**config.mk**
```make
export PLATFORM = sky130hd
export DESIGN_NAME = button_conditioner
export DESIGN_NICKNAME = d
export VERILOG_FILES = /design/src/rtl/button_conditioner.sv
export SDC_FILE = /design/constraint.sdc
export NUM_CORES = 1
export LEC_CHECK = 0
export ABC_AREA = 1
export CELL_PAD_IN_SITES_DETAIL_PLACEMENT = 0
export CELL_PAD_IN_SITES_GLOBAL_PLACEMENT = 1
export CORE_MARGIN = 10
export CORE_UTILIZATION = 48
export CTS_BUF_LIST = sky130_fd_sc_hd__clkbuf_16
export CTS_CLUSTER_DIAMETER = 80
export DETAILED_ROUTE_END_ITERATION = 7
export GPL_TIMING_DRIVEN = 1
export PLACE_DENSITY_LB_ADDON = 0.25
export SETUP_SLACK_MARGIN = 0.1
export SLEW_MARGIN = 20
export SYNTH_ARGS = -nofsm -noshare
export SYNTH_HDL_FRONTEND = slang
export SYNTH_SLANG_ARGS = --single-unit
```
**constraint.sdc**
```tcl
create_clock -name clk -period 3.7 [get_ports clk]
set_input_delay 0.74 -clock clk [delete_from_list [all_inputs] [get_ports clk]]
set_output_delay 0.74 -clock clk [all_outputs]
set_load 0.02 [all_outputs]
```
**src/rtl/button_conditioner.sv**
```systemverilog
// rtl/button_conditioner.sv - synchronise, debounce and pulse-condition a push button
//
// Purpose:
//   Turns a raw, bouncing, asynchronous push-button input into clean clk-domain
//   signals: a debounced level, one-cycle press/release pulses, and an
//   auto-repeat pulse train while the button is held.
//
// Ports:
//   clk            in   rising-edge clock for all state
//   rst            in   asynchronous active-high reset
//   btn_in         in   raw button, asynchronous, may bounce
//   en             in   synchronous enable; 0 forces IDLE and clears counters/outputs
//   btn_level      out  debounced level (1 in PRESSED and RELEASE_WAIT)
//   press_pulse    out  one-cycle pulse on an accepted press
//   release_pulse  out  one-cycle pulse on an accepted release
//   repeat_pulse   out  one-cycle pulse per auto-repeat tick
//   held           out  1 once the hold reached REPEAT_DELAY, until the release is accepted

module button_conditioner #(
  parameter int DEBOUNCE_CYCLES = 16,
  parameter int REPEAT_DELAY    = 64,
  parameter int REPEAT_PERIOD   = 16,
  parameter int CNT_W           = 8
) (
  input  logic clk,
  input  logic rst,
  input  logic btn_in,
  input  logic en,
  output logic btn_level,
  output logic press_pulse,
  output logic release_pulse,
  output logic repeat_pulse,
  output logic held
);

  typedef enum logic [1:0] {
    IDLE         = 2'd0,
    PRESS_WAIT   = 2'd1,
    PRESSED      = 2'd2,
    RELEASE_WAIT = 2'd3
  } state_t;

  localparam logic [CNT_W-1:0] DB_LAST   = CNT_W'(DEBOUNCE_CYCLES - 1);
  localparam logic [CNT_W-1:0] RD_VALUE  = CNT_W'(REPEAT_DELAY);
  localparam logic [CNT_W-1:0] RP_LAST   = CNT_W'(REPEAT_PERIOD - 1);
  localparam logic [CNT_W-1:0] CNT_MAX   = {CNT_W{1'b1}};
  localparam bit               REPEAT_EN = (REPEAT_DELAY > 0);

  logic s1_q, s1_d;
  logic s2_q, s2_d;
  state_t state_q, state_d;
  logic [CNT_W-1:0] cnt_q, cnt_d;
  logic [CNT_W-1:0] rcnt_q, rcnt_d;
  // Phase within the repeat period; keeps the cadence going after rcnt saturates.
  logic [CNT_W-1:0] pcnt_q, pcnt_d;
  logic btn_level_q, btn_level_d;
  logic press_pulse_q, press_pulse_d;
  logic release_pulse_q, release_pulse_d;
  logic repeat_pulse_q, repeat_pulse_d;
  logic held_q, held_d;

  always_ff @(posedge clk or posedge rst) begin
    if (rst) begin
      s1_q            <= 1'b0;
      s2_q            <= 1'b0;
      state_q         <= IDLE;
      cnt_q           <= '0;
      rcnt_q          <= '0;
      pcnt_q          <= '0;
      btn_level_q     <= 1'b0;
      press_pulse_q   <= 1'b0;
      release_pulse_q <= 1'b0;
      repeat_pulse_q  <= 1'b0;
      held_q          <= 1'b0;
    end else begin
      s1_q            <= s1_d;
      s2_q            <= s2_d;
      state_q         <= state_d;
      cnt_q           <= cnt_d;
      rcnt_q          <= rcnt_d;
      pcnt_q          <= pcnt_d;
      btn_level_q     <= btn_level_d;
      press_pulse_q   <= press_pulse_d;
      release_pulse_q <= release_pulse_d;
      repeat_pulse_q  <= repeat_pulse_d;
      held_q          <= held_d;
    end
  end

  always_comb begin
    // The synchroniser runs regardless of en; the FSM only ever looks at s2.
    s1_d            = btn_in;
    s2_d            = s1_q;
    state_d         = state_q;
    cnt_d           = cnt_q;
    rcnt_d          = rcnt_q;
    pcnt_d          = pcnt_q;
    held_d          = held_q;
    press_pulse_d   = 1'b0;
    release_pulse_d = 1'b0;
    repeat_pulse_d  = 1'b0;

    if (!en) begin
      state_d = IDLE;
      cnt_d   = '0;
      rcnt_d  = '0;
      pcnt_d  = '0;
      held_d  = 1'b0;
    end else begin
      case (state_q)
        IDLE: begin
          cnt_d = '0;
          if (s2_q) begin
            state_d = PRESS_WAIT;
            cnt_d   = CNT_W'(1);
          end
        end

        PRESS_WAIT: begin
          // The s2 test comes first so a bounce on the completing edge aborts.
          if (!s2_q) begin
            state_d = IDLE;
            cnt_d   = '0;
          end else if (cnt_q == DB_LAST) begin
            state_d       = PRESSED;
            cnt_d         = '0;
            rcnt_d        = '0;
            pcnt_d        = '0;
            held_d        = 1'b0;
            press_pulse_d = 1'b1;
          end else begin
            cnt_d = cnt_q + 1'b1;
          end
        end

        PRESSED: begin
          if (!s2_q) begin
            state_d = RELEASE_WAIT;
            cnt_d   = CNT_W'(1);
          end else begin
            if (rcnt_q != CNT_MAX) begin
              rcnt_d = rcnt_q + 1'b1;
            end
            if (REPEAT_EN) begin
              if (!held_q) begin
                if (rcnt_d == RD_VALUE) begin
                  held_d         = 1'b1;
                  repeat_pulse_d = 1'b1;
                  pcnt_d         = '0;
                end
              end else if (pcnt_q == RP_LAST) begin
                repeat_pulse_d = 1'b1;
                pcnt_d         = '0;
              end else begin
                pcnt_d = pcnt_q + 1'b1;
              end
            end
          end
        end

        RELEASE_WAIT: begin
          // A return to 1 is a glitch: go back to PRESSED with rcnt/pcnt/held intact.
          if (s2_q) begin
            state_d = PRESSED;
            cnt_d   = '0;
          end else if (cnt_q == DB_LAST) begin
            state_d         = IDLE;
            cnt_d           = '0;
            rcnt_d          = '0;
            pcnt_d          = '0;
            held_d          = 1'b0;
            release_pulse_d = 1'b1;
          end else begin
            cnt_d = cnt_q + 1'b1;
          end
        end

        default: begin
          state_d = IDLE;
          cnt_d   = '0;
        end
      endcase
    end

    // Outputs are registered from the next state so they line up with it.
    btn_level_d = (state_d == PRESSED) || (state_d == RELEASE_WAIT);
  end

  assign btn_level     = btn_level_q;
  assign press_pulse   = press_pulse_q;
  assign release_pulse = release_pulse_q;
  assign repeat_pulse  = repeat_pulse_q;
  assign held          = held_q;

endmodule

```
==> results.py, run 1 <==
metrics = {
    "drt": {
        "drc": 0,
        "drt_iter0_drc": 104,
        "routedWlPerCell_um": 12.7,
        "wirelength_um": 4110,
        "ant_nets": 0,
        "first_pass_iters": 5,
        "via_per_inst": 5.24,
        "dr_total_vias": 1693,
    },
    "placed_design": {
        "hpwl_um": 2970,
        "placed_area_sq_mm": 0.00211,
        "io_buffers": 8,
        "place.gp.congestion": 0.791,
        "dp_cells": 316,
        "pre_cts_ws_ps": 1260,
    },
    "synth": {
        "ys.warnings.count": 0,
        "yosys.area_share.simple": 0.344,
        "synthAdderAreaFrac": 0.0445,
        "synth_area_sq_mm": 0.00197,
        "syn_area_per_cell_sq_um": 7.62,
        "synthMuxAreaShare": 0,
        "yosysSeqAreaShare": 0.420,
        "synth_edf_count": 0,
        "synthXorXnorAreaFrac": 0.0223,
        "synth_ff_type": "dfrtp_1",
        "syn_nets": 269,
        "synth_top_family_by_area": "simple AND/OR/NAND/NOR gates",
        "ys_async_sr_fraction": 1.00,
        "synth_compound_area_frac": 0.108,
        "synth_seq_cells": 33,
        "syn_inst": 258,
        "ys_types": 33,
    },
    "setup_path": {
        "critPathKind": "primary input to flop",
        "r2r-start": "state_q[0]",
        "critPathMaxStageDelay_ps": 590,
        "crit_path_start": "en",
        "rrSetupSlack_ps": 1710,
        "worstPathRequired_ps": 3860,
        "path_cells": "clkdlybuf4s50_1 -> nand2_1 -> nor2_2 -> inv_1 -> nand3_1 -> nor2_1 -> nand2_1 -> a21oi_1 -> o21a_1",
        "r2r-end": "pcnt_q[7]",
        "arrival_ps": 2340,
        "worstRegToRegCells": 12,
        "path_buf_inv": 2,
        "cp_top_family": "buffers and inverters",
        "crit_top_cell": "nand2_1",
        "cpMaxStageDelayCell": "clkdlybuf4s50_1",
        "worst-path-max-fanout": 7,
        "cp-end-kind": "flop",
        "critPathLaunchType": "primary input",
    },
    "job": {
        "drv.max_cap_violation_count": 0,
    },
    "floorplan": {
        "die_width_um": 84.0,
        "dieArea_sq_mm": 0.00706,
        "io_pins": 9,
        "num_rows": 23,
        "dieHeight_um": 84.0,
        "start_util": 0.495,
        "core_sq_mm": 0.00397,
    },
    "layout": {
        "diodes": 0,
        "final_common_cell": "nand2_1",
        "area_growth_pct": 14.1,
        "drive_gt1_frac": 0.0806,
        "design_area_sq_mm": 0.00224,
        "fill_cells": 377,
        "finalNonFillerCells": 323,
        "final_cell_mix": "nand2_1 (67), dfrtp_1 (33), inv_1 (30), nand3_1 (27), nor2_1 (27)",
        "nets": 284,
    },
    "cts": {
        "clockRootBuffer": "clkbuf_16",
        "cts-htree-levels": 2,
        "cts_buffers": 5,
        "cts.clk_slew.worst_paths_ps": 50,
        "clockBufferDepth": 2,
        "cts_tree": "done",
        "cts_setup_buffers": 0,
        "holdBufCountCts": 0,
        "cts_resized": 0,
        "clkSinkCount": 33,
        "clk_latency_ps": 270,
    },
    "global_route": {
        "grt_max_degree": 34,
        "grt_use_total": 0.130,
        "antenna_found_initial": 0,
        "grt_pass1_vias": 1738,
        "gr-total-overflow": 0,
        "grt_pass1_wl_um": 7780,
    },
    "min_path": {
        "min_to": "s2_q",
        "min_from": "s1_q",
        "holdPathStages": 0,
        "hold_path_class": "flop to flop",
    },
    "timing": {
        "hold_viol": 0,
        "fmax_ghz": 0.459,
        "grt_setup_unrepaired": "no",
        "slew_headroom": 0.674,
        "final-setup-viol-count": 0,
        "period_minus_slack_ps": 2180,
        "fin_crit_sh": 0.589,
        "fin_skew_ps": 4.29,
        "drv_slew": 0,
        "finalWorstSetupSlack_ps": 1520,
        "fin_setup_tns_ps": 0,
        "worst_pin_slew_ps": 487,
    },
    "power": {
        "ir_worst_vdd_v": 0.000193,
        "power.density_mw_per_mm2": 353,
        "power_leakage_nw": 1.03,
    },
    "run_status": {
        "status": "finished, final reports clean",
    },
}
where the power goes:
group | total [mW] | internal (mW) | switching [mW]
registers | 0.368 | 0.365 | 0.00317
logic | 0.0415 | 0.0122 | 0.0293
clock network | 0.382 | 0.240 | 0.142
sequential cells by signal, indices dropped and copies added (netlist names):
signal,flops
state_q,2
held,1
release_pulse,1
repeat_pulse,1
s2_q,1
cnt_q,8
btn_level,1
press_pulse,1
s1_q,1
rcnt_q,8
pcnt_q,8
cells in the mapped netlist, types with 3 or more instances:
cell type  instances  area (sq um)
a21oi_1            8          40.0
dfrtp_1           33           826
ha_1               7          87.6
inv_1             29           109
nand2_1           67           251
nand3_1           27           135
nor2_1            27           101
nor3_1             7          35.0
nor3b_1            3          22.5
o21ai_0           10          50.1
o21ai_1            4          20.0
xor2_1             3          26.3
metal layers:
layer	vias up	global-route usage	wire length (um)
met2	28	0.204	1930
li1	875	-	-
met3	6	0.0303	124
met1	784	0.167	1990
met4	0	0.0487	62
met5	-	0	0
final cells by class:
class                   instances  area [sq um]  area share
multi-input cells             193          1020       0.454
flip-flops and latches         33           826       0.368
clock buffers                   5           125      0.0557
inverters                      31           116      0.0518
repair buffers                  9          87.6      0.0390
well taps                      50          62.6      0.0279
clock inverters                 2          7.51     0.00334
cells by family (layout without fill, tap and decap cells):
family,after synthesis,after routing
compound gates,35,35
xor+xnor,5,5
fa+ha+maj,7,7
flops,33,33
simple gates,146,146
buf+inv,32,47
worst max-delay path by stage:
stage	endpoint	slack (ps)	cells after the start
floorplan	pcnt_q[0]	1970	12
global placement	cnt_q[7]	1320	8
detailed placement	cnt_q[7]	1260	9
CTS	held	1520	1
global route	cnt_q[7]	1300	8
finish	cnt_q[7]	1520	9
metrics by stage:
step / utilization / hold WS (ps) / power [mW]
global placement: 0.532 / 335 / 0.417
floorplan: - / 331 / 0.402
CTS: 0.565 / 346 / 0.801
detailed placement: 0.532 / 335 / 0.416
global route: 0.565 / 370 / 0.824
finish: 0.565 / 346 / 0.791
Power figures use the tool's default switching activity.
==> run 2: changes to the inputs <==
CORE_UTILIZATION = 44   (was 48)
clock period = 2.2 ns   (was 3.7 ns; I/O delays follow)
==> run 2 against run 1 <==
  * Final area is 1.8% higher
  * Setup slack lost 1200 ps
  * Highest routed layer unchanged
  * Clock power up 76%
  * Critical endpoint is now pcnt_q[6]
  * Largest power group unchanged
  * Critical path type is now flop to flop
==> results.py, run 2 (synthesis results as in run 1) <==
metrics = {
    "cts": {
        "cts.clk_slew.worst_paths_ps": 60,
        "clockBufferDepth": 2,
        "cts_buffers": 5,
        "cts_tree": "done",
        "cts-htree-levels": 2,
        "clkSinkCount": 33,
        "cts_setup_buffers": 0,
        "clockRootBuffer": "clkbuf_16",
        "clk_latency_ps": 280,
    },
    "floorplan": {
        "io_pins": 9,
        "start_util": 0.452,
        "core_sq_mm": 0.00435,
        "die_width_um": 86.9,
        "dieArea_sq_mm": 0.00754,
        "num_rows": 24,
        "dieHeight_um": 86.9,
    },
    "drt": {
        "routedWlPerCell_um": 12.8,
        "wirelength_um": 4210,
        "dr_total_vias": 1682,
        "ant_nets": 0,
        "first_pass_iters": 4,
        "drt_iter0_drc": 78,
        "via_per_inst": 5.11,
        "drc": 0,
    },
    "layout": {
        "area_growth_pct": 16.2,
        "top_regs": "cnt_q (8), pcnt_q (8), rcnt_q (8)",
        "drive_gt1_frac": 0.105,
        "nets": 287,
        "diodes": 0,
        "final_cell_mix": "nand2_1 (67), dfrtp_1 (33), inv_1 (29), nand3_1 (27), nor2_1 (27)",
        "final_common_cell": "nand2_1",
        "design_area_sq_mm": 0.00228,
        "fin_util": 0.525,
        "fill_cells": 421,
    },
    "power": {
        "switching_share": 0.230,
        "seqPwrFrac": 0.454,
        "power_leakage_nw": 1.04,
        "internal-power_mw": 1.05,
        "netSwitchingPower_mw": 0.314,
        "power_mw": 1.36,
        "clkPwrFrac": 0.492,
        "ir_worst_vdd_v": 0.000420,
        "comb_power_share": 0.053,
        "power.density_mw_per_mm2": 597,
    },
    "setup_path": {
        "arrival_ps": 2090,
        "crit_top_cell": "nand2_1",
        "r2r-start": "state_q[0]",
        "worstRegToRegCells": 12,
        "rrSetupSlack_ps": 320,
        "cp-end-kind": "flop",
        "r2r-end": "pcnt_q[6]",
        "worstPathRequired_ps": 2410,
        "critPathLaunchType": "flop",
        "critPathMaxStageDelay_ps": 420,
        "crit_path_start": "state_q[0]",
        "path_cells": "inv_1 -> ha_2 -> o21ai_0 -> nand2_1 -> inv_1 -> nand2_1 -> nand2_1 -> a21oi_2 -> inv_4 -> nand2_4 -> nand2_1 -> nand2_1",
        "cpMaxStageDelayCell": "dfrtp_1",
        "critPathKind": "flop to flop",
        "worst-path-max-fanout": 15,
        "critPathCapture": "pcnt_q[6]",
    },
    "global_route": {
        "grt_use_total": 0.124,
        "grt_pass1_vias": 1695,
        "grt_pass1_wl_um": 7630,
        "gr-total-overflow": 0,
        "antenna_found_initial": 0,
        "grt_max_degree": 34,
    },
    "timing": {
        "final-setup-viol-count": 0,
        "fin_crit_sh": 0.854,
        "slew_headroom": 0.719,
        "drv_slew": 0,
        "period_minus_slack_ps": 1880,
        "hold_viol": 0,
        "worst_pin_slew_ps": 422,
        "hold_slack_ps": 347,
        "grt_setup_unrepaired": "no",
        "fmax_ghz": 0.532,
        "fin_skew_ps": 3.97,
        "fin_setup_tns_ps": 0,
    },
    "min_path": {
        "hold_path_class": "flop to flop",
        "holdPathStages": 0,
    },
    "placed_design": {
        "place.gp.congestion": 0.814,
        "hpwl_um": 3110,
        "io_buffers": 8,
        "placed_area_sq_mm": 0.00214,
    },
    "run_status": {
        "status": "finished, final reports clean",
    },
    "job": {
        "drv.max_cap_violation_count": 0,
    },
}
==> run 2: critical path, delay by kind of cell, from the launching register on <==
family | cells | cell delay [ps]
AO/OA/AOI/OAI | 2 | 330
adder cells (fa/ha/maj) | 1 | 260
buffers and inverters | 3 | 310
flip-flops | 1 | 420
AND/OR/NAND/NOR | 6 | 470
==> run 2: worst min path at each step <==
stage / startpoint / end / slack [ps]
after floorplan: s1_q / s2_q / 330
after global placement: s1_q / s2_q / 330
after detailed placement: s1_q / s2_q / 340
after CTS: s1_q / s2_q / 350
after global routing: s1_q / s2_q / 360
final: s1_q / s2_q / 350
==> run 2: cell type report <==
type,instances,area [sq um],share of cell area
clock buffers,5,125,0.0548
clock inverters,3,17.5,0.00767
inverters,31,119,0.0520
multi-input cells,193,1020,0.447
flip-flops and latches,33,826,0.361
well taps,52,65.1,0.0285
repair buffers,12,110,0.0482
==> run 2: per-stage QoR <==
| stage | setup slack [ps] | instances |
|---|---|---|
| 2_1_floorplan | 469 | 258 |
| 3_3_place_gp | 256 | 321 |
| 3_5_place_dp | 214 | 321 |
| 4_1_cts | 191 | 329 |
| 5_1_grt | 129 | 329 |
| 6_report | 320 | 329 |
==> run 2: routing by layer <==
metal / up-vias / track usage / wire (um)
li1: 884 / - / -
met1: 776 / 0.160 / 2100
met4: 0 / 0.0442 / 45
met5: - / 0 / 0
met2: 20 / 0.195 / 1930
met3: 2 / 0.0318 / 130
==> run 2: power groups by stage <==
stage	Combinational [mW]	Sequential [mW]	Clock, mW
after global placement	0.0717	0.629	0
after CTS	0.0724	0.619	0.685
final	0.0728	0.619	0.671
after floorplan	0.0484	0.628	0
after global routing	0.0818	0.620	0.716
after detailed placement	0.0721	0.630	0
==> run 2: timing repair <==
item	4_1_cts	5_1_grt
hold endpoints to repair	0	0
hold buffers	0	0
gates resized for setup	0	2
setup endpoints to repair	0	8
==> run 3: changes to the inputs <==
CORE_ASPECT_RATIO = 1.5   (was default)
==> run 3 against run 2 <==
  * First-iteration DRC count rose by 19%
  * Clock skew rose by 0.51 ps
  * Fmax barely moved
  * Critical path depth did not move
  * Die area rose by 0.73%
  * Via count rose by 0.12%
  * Sequential share of layout area rose by 0.40 points
  * Sequential power barely moved
  * Power fell by 2.3%
  * Sequential cell count did not move
  * Clock power fell by 4.8%
  * Clock-buffer cell count did not move
==> results.py, run 3 (synthesis results as in run 1) <==
metrics = {
    "layout": {
        "area_growth_pct": 14.9,
        "nets": 286,
        "drive_gt1_frac": 0.0909,
        "final_common_cell": "nand2_1",
        "fill_cells": 429,
        "diodes": 0,
        "top_regs": "cnt_q (8), pcnt_q (8), rcnt_q (8)",
        "final_cell_mix": "nand2_1 (67), dfrtp_1 (33), inv_1 (30), nand3_1 (27), nor2_1 (27)",
    },
    "global_route": {
        "gr-total-overflow": 0,
        "grt_use_total": 0.130,
        "grt_pass1_wl_um": 7710,
        "grt_util_met1": 0.141,
        "antenna_found_initial": 0,
        "grt_pass1_vias": 1724,
        "grt_max_degree": 34,
        "use_met2": 0.226,
        "busiest_layer": "met2",
        "grt_use_met3": 0.0262,
    },
    "drt": {
        "dr_total_vias": 1684,
        "wirelength_um": 4340,
        "drc": 0,
        "first_pass_iters": 4,
        "ant_nets": 0,
        "drt_iter0_drc": 93,
        "routedWlPerCell_um": 13.5,
        "via_per_inst": 5.25,
    },
    "timing": {
        "fin_setup_tns_ps": 0,
        "hold_slack_ps": 369,
        "fin_crit_sh": 0.854,
        "period_minus_slack_ps": 1880,
        "hold_viol": 0,
        "slew_headroom": 0.693,
        "final-setup-viol-count": 0,
        "finalWorstSetupSlack_ps": 322,
        "worst_pin_slew_ps": 459,
        "drv_slew": 0,
        "fmax_ghz": 0.533,
        "grt_setup_unrepaired": "no",
        "fin_skew_ps": 4.47,
    },
    "cts": {
        "clkSinkCount": 33,
        "cts_setup_buffers": 0,
        "cts-htree-levels": 2,
        "holdBufCountCts": 0,
        "clk_latency_ps": 280,
        "cts_buffers": 5,
        "clockBufferDepth": 2,
        "cts_resized": 0,
        "clockRootBuffer": "clkbuf_16",
        "cts_tree": "done",
        "cts.clk_slew.worst_paths_ps": 50,
    },
    "floorplan": {
        "die_width_um": 74.6,
        "io_pins": 9,
        "start_util": 0.459,
        "core_sq_mm": 0.00428,
        "dieHeight_um": 102,
        "dieArea_sq_mm": 0.00760,
        "num_rows": 29,
    },
    "setup_path": {
        "cp-end-kind": "flop",
        "critPathKind": "flop to flop",
        "worstPathRequired_ps": 2410,
        "critPathLaunchType": "flop",
        "arrival_ps": 2090,
        "worst-path-max-fanout": 15,
    },
    "power": {
        "power_leakage_nw": 1.04,
        "ir_worst_vdd_v": 0.000336,
        "power_mw": 1.33,
        "power.density_mw_per_mm2": 589,
    },
    "placed_design": {
        "hpwl_um": 3260,
        "io_buffers": 8,
        "place.gp.congestion": 0.816,
        "pre_cts_ws_ps": 154,
    },
    "run_status": {
        "status": "finished, final reports clean",
    },
    "job": {
        "drv.max_cap_violation_count": 0,
    },
    "min_path": {
        "hold_path_class": "flop to flop",
    },
}
## run 3: cell count changes in the layout (fill, tap and decap cells not counted)
cell        change
buf_4           -1
inv_1           +1
clkinv_2        -2
clkinvlp_4      -1
clkinv_1        +1
## run 3: critical path, stage by stage (launching register included)
cell and delay, ps:
dfrtp_1 420, inv_1 100, ha_2 280, o21ai_0 120, nand2_1 100, inv_1 60, nand2_1 70, nand2_1 60
a21oi_2 200, inv_4 130, nand2_4 140, nand2_1 60, nand2_1 70
## run 3: final timing paths
kind                                  end  startpoint  slack (ps)  cells after the start
min in group asynchronous       rcnt_q[0]         rst         560                      3
max in group asynchronous       pcnt_q[4]         rst        1340                      3
worst max register to register  pcnt_q[6]  state_q[0]         320                     12
worst min-delay path                 s2_q        s1_q         370                      0
worst max-delay path            pcnt_q[6]  state_q[0]         320                     12
worst min register to register       s2_q        s1_q         370                      0
## run 3: metrics by stage
stage | instance area, sq um | std cells | util
detailed placement | 2120 | 314 | 0.496
global placement | 2120 | 314 | 0.496
floorplan | 1970 | 258 | -
finish | 2260 | 321 | 0.528
CTS | 2250 | 321 | 0.527
global route | 2260 | 321 | 0.528
## run 3: per-layer routing
layer | up-vias | share of wire | wire length (um)
met4 | 0 | 0.018 | 79
met2 | 17 | 0.51 | 2200
met1 | 778 | 0.45 | 1940
met5 | - | 0 | 0
li1 | 881 | - | -
met3 | 8 | 0.025 | 110
## run 3: area by class of cell
type                    count  area [sq um]  share of cell area
well taps                  46          57.6              0.0255
multi-input cells         193          1020               0.452
clock inverters             2          7.51             0.00332
repair buffers             11           103              0.0454
inverters                  31           119              0.0526
clock buffers               5           125              0.0554
flip-flops and latches     33           826               0.365
## run 3: power by group
part / switching, mW / internal, mW
clock network: 0.235 / 0.404
registers: 0.00576 / 0.614
logic: 0.0514 / 0.0218
total: 0.292 / 1.04
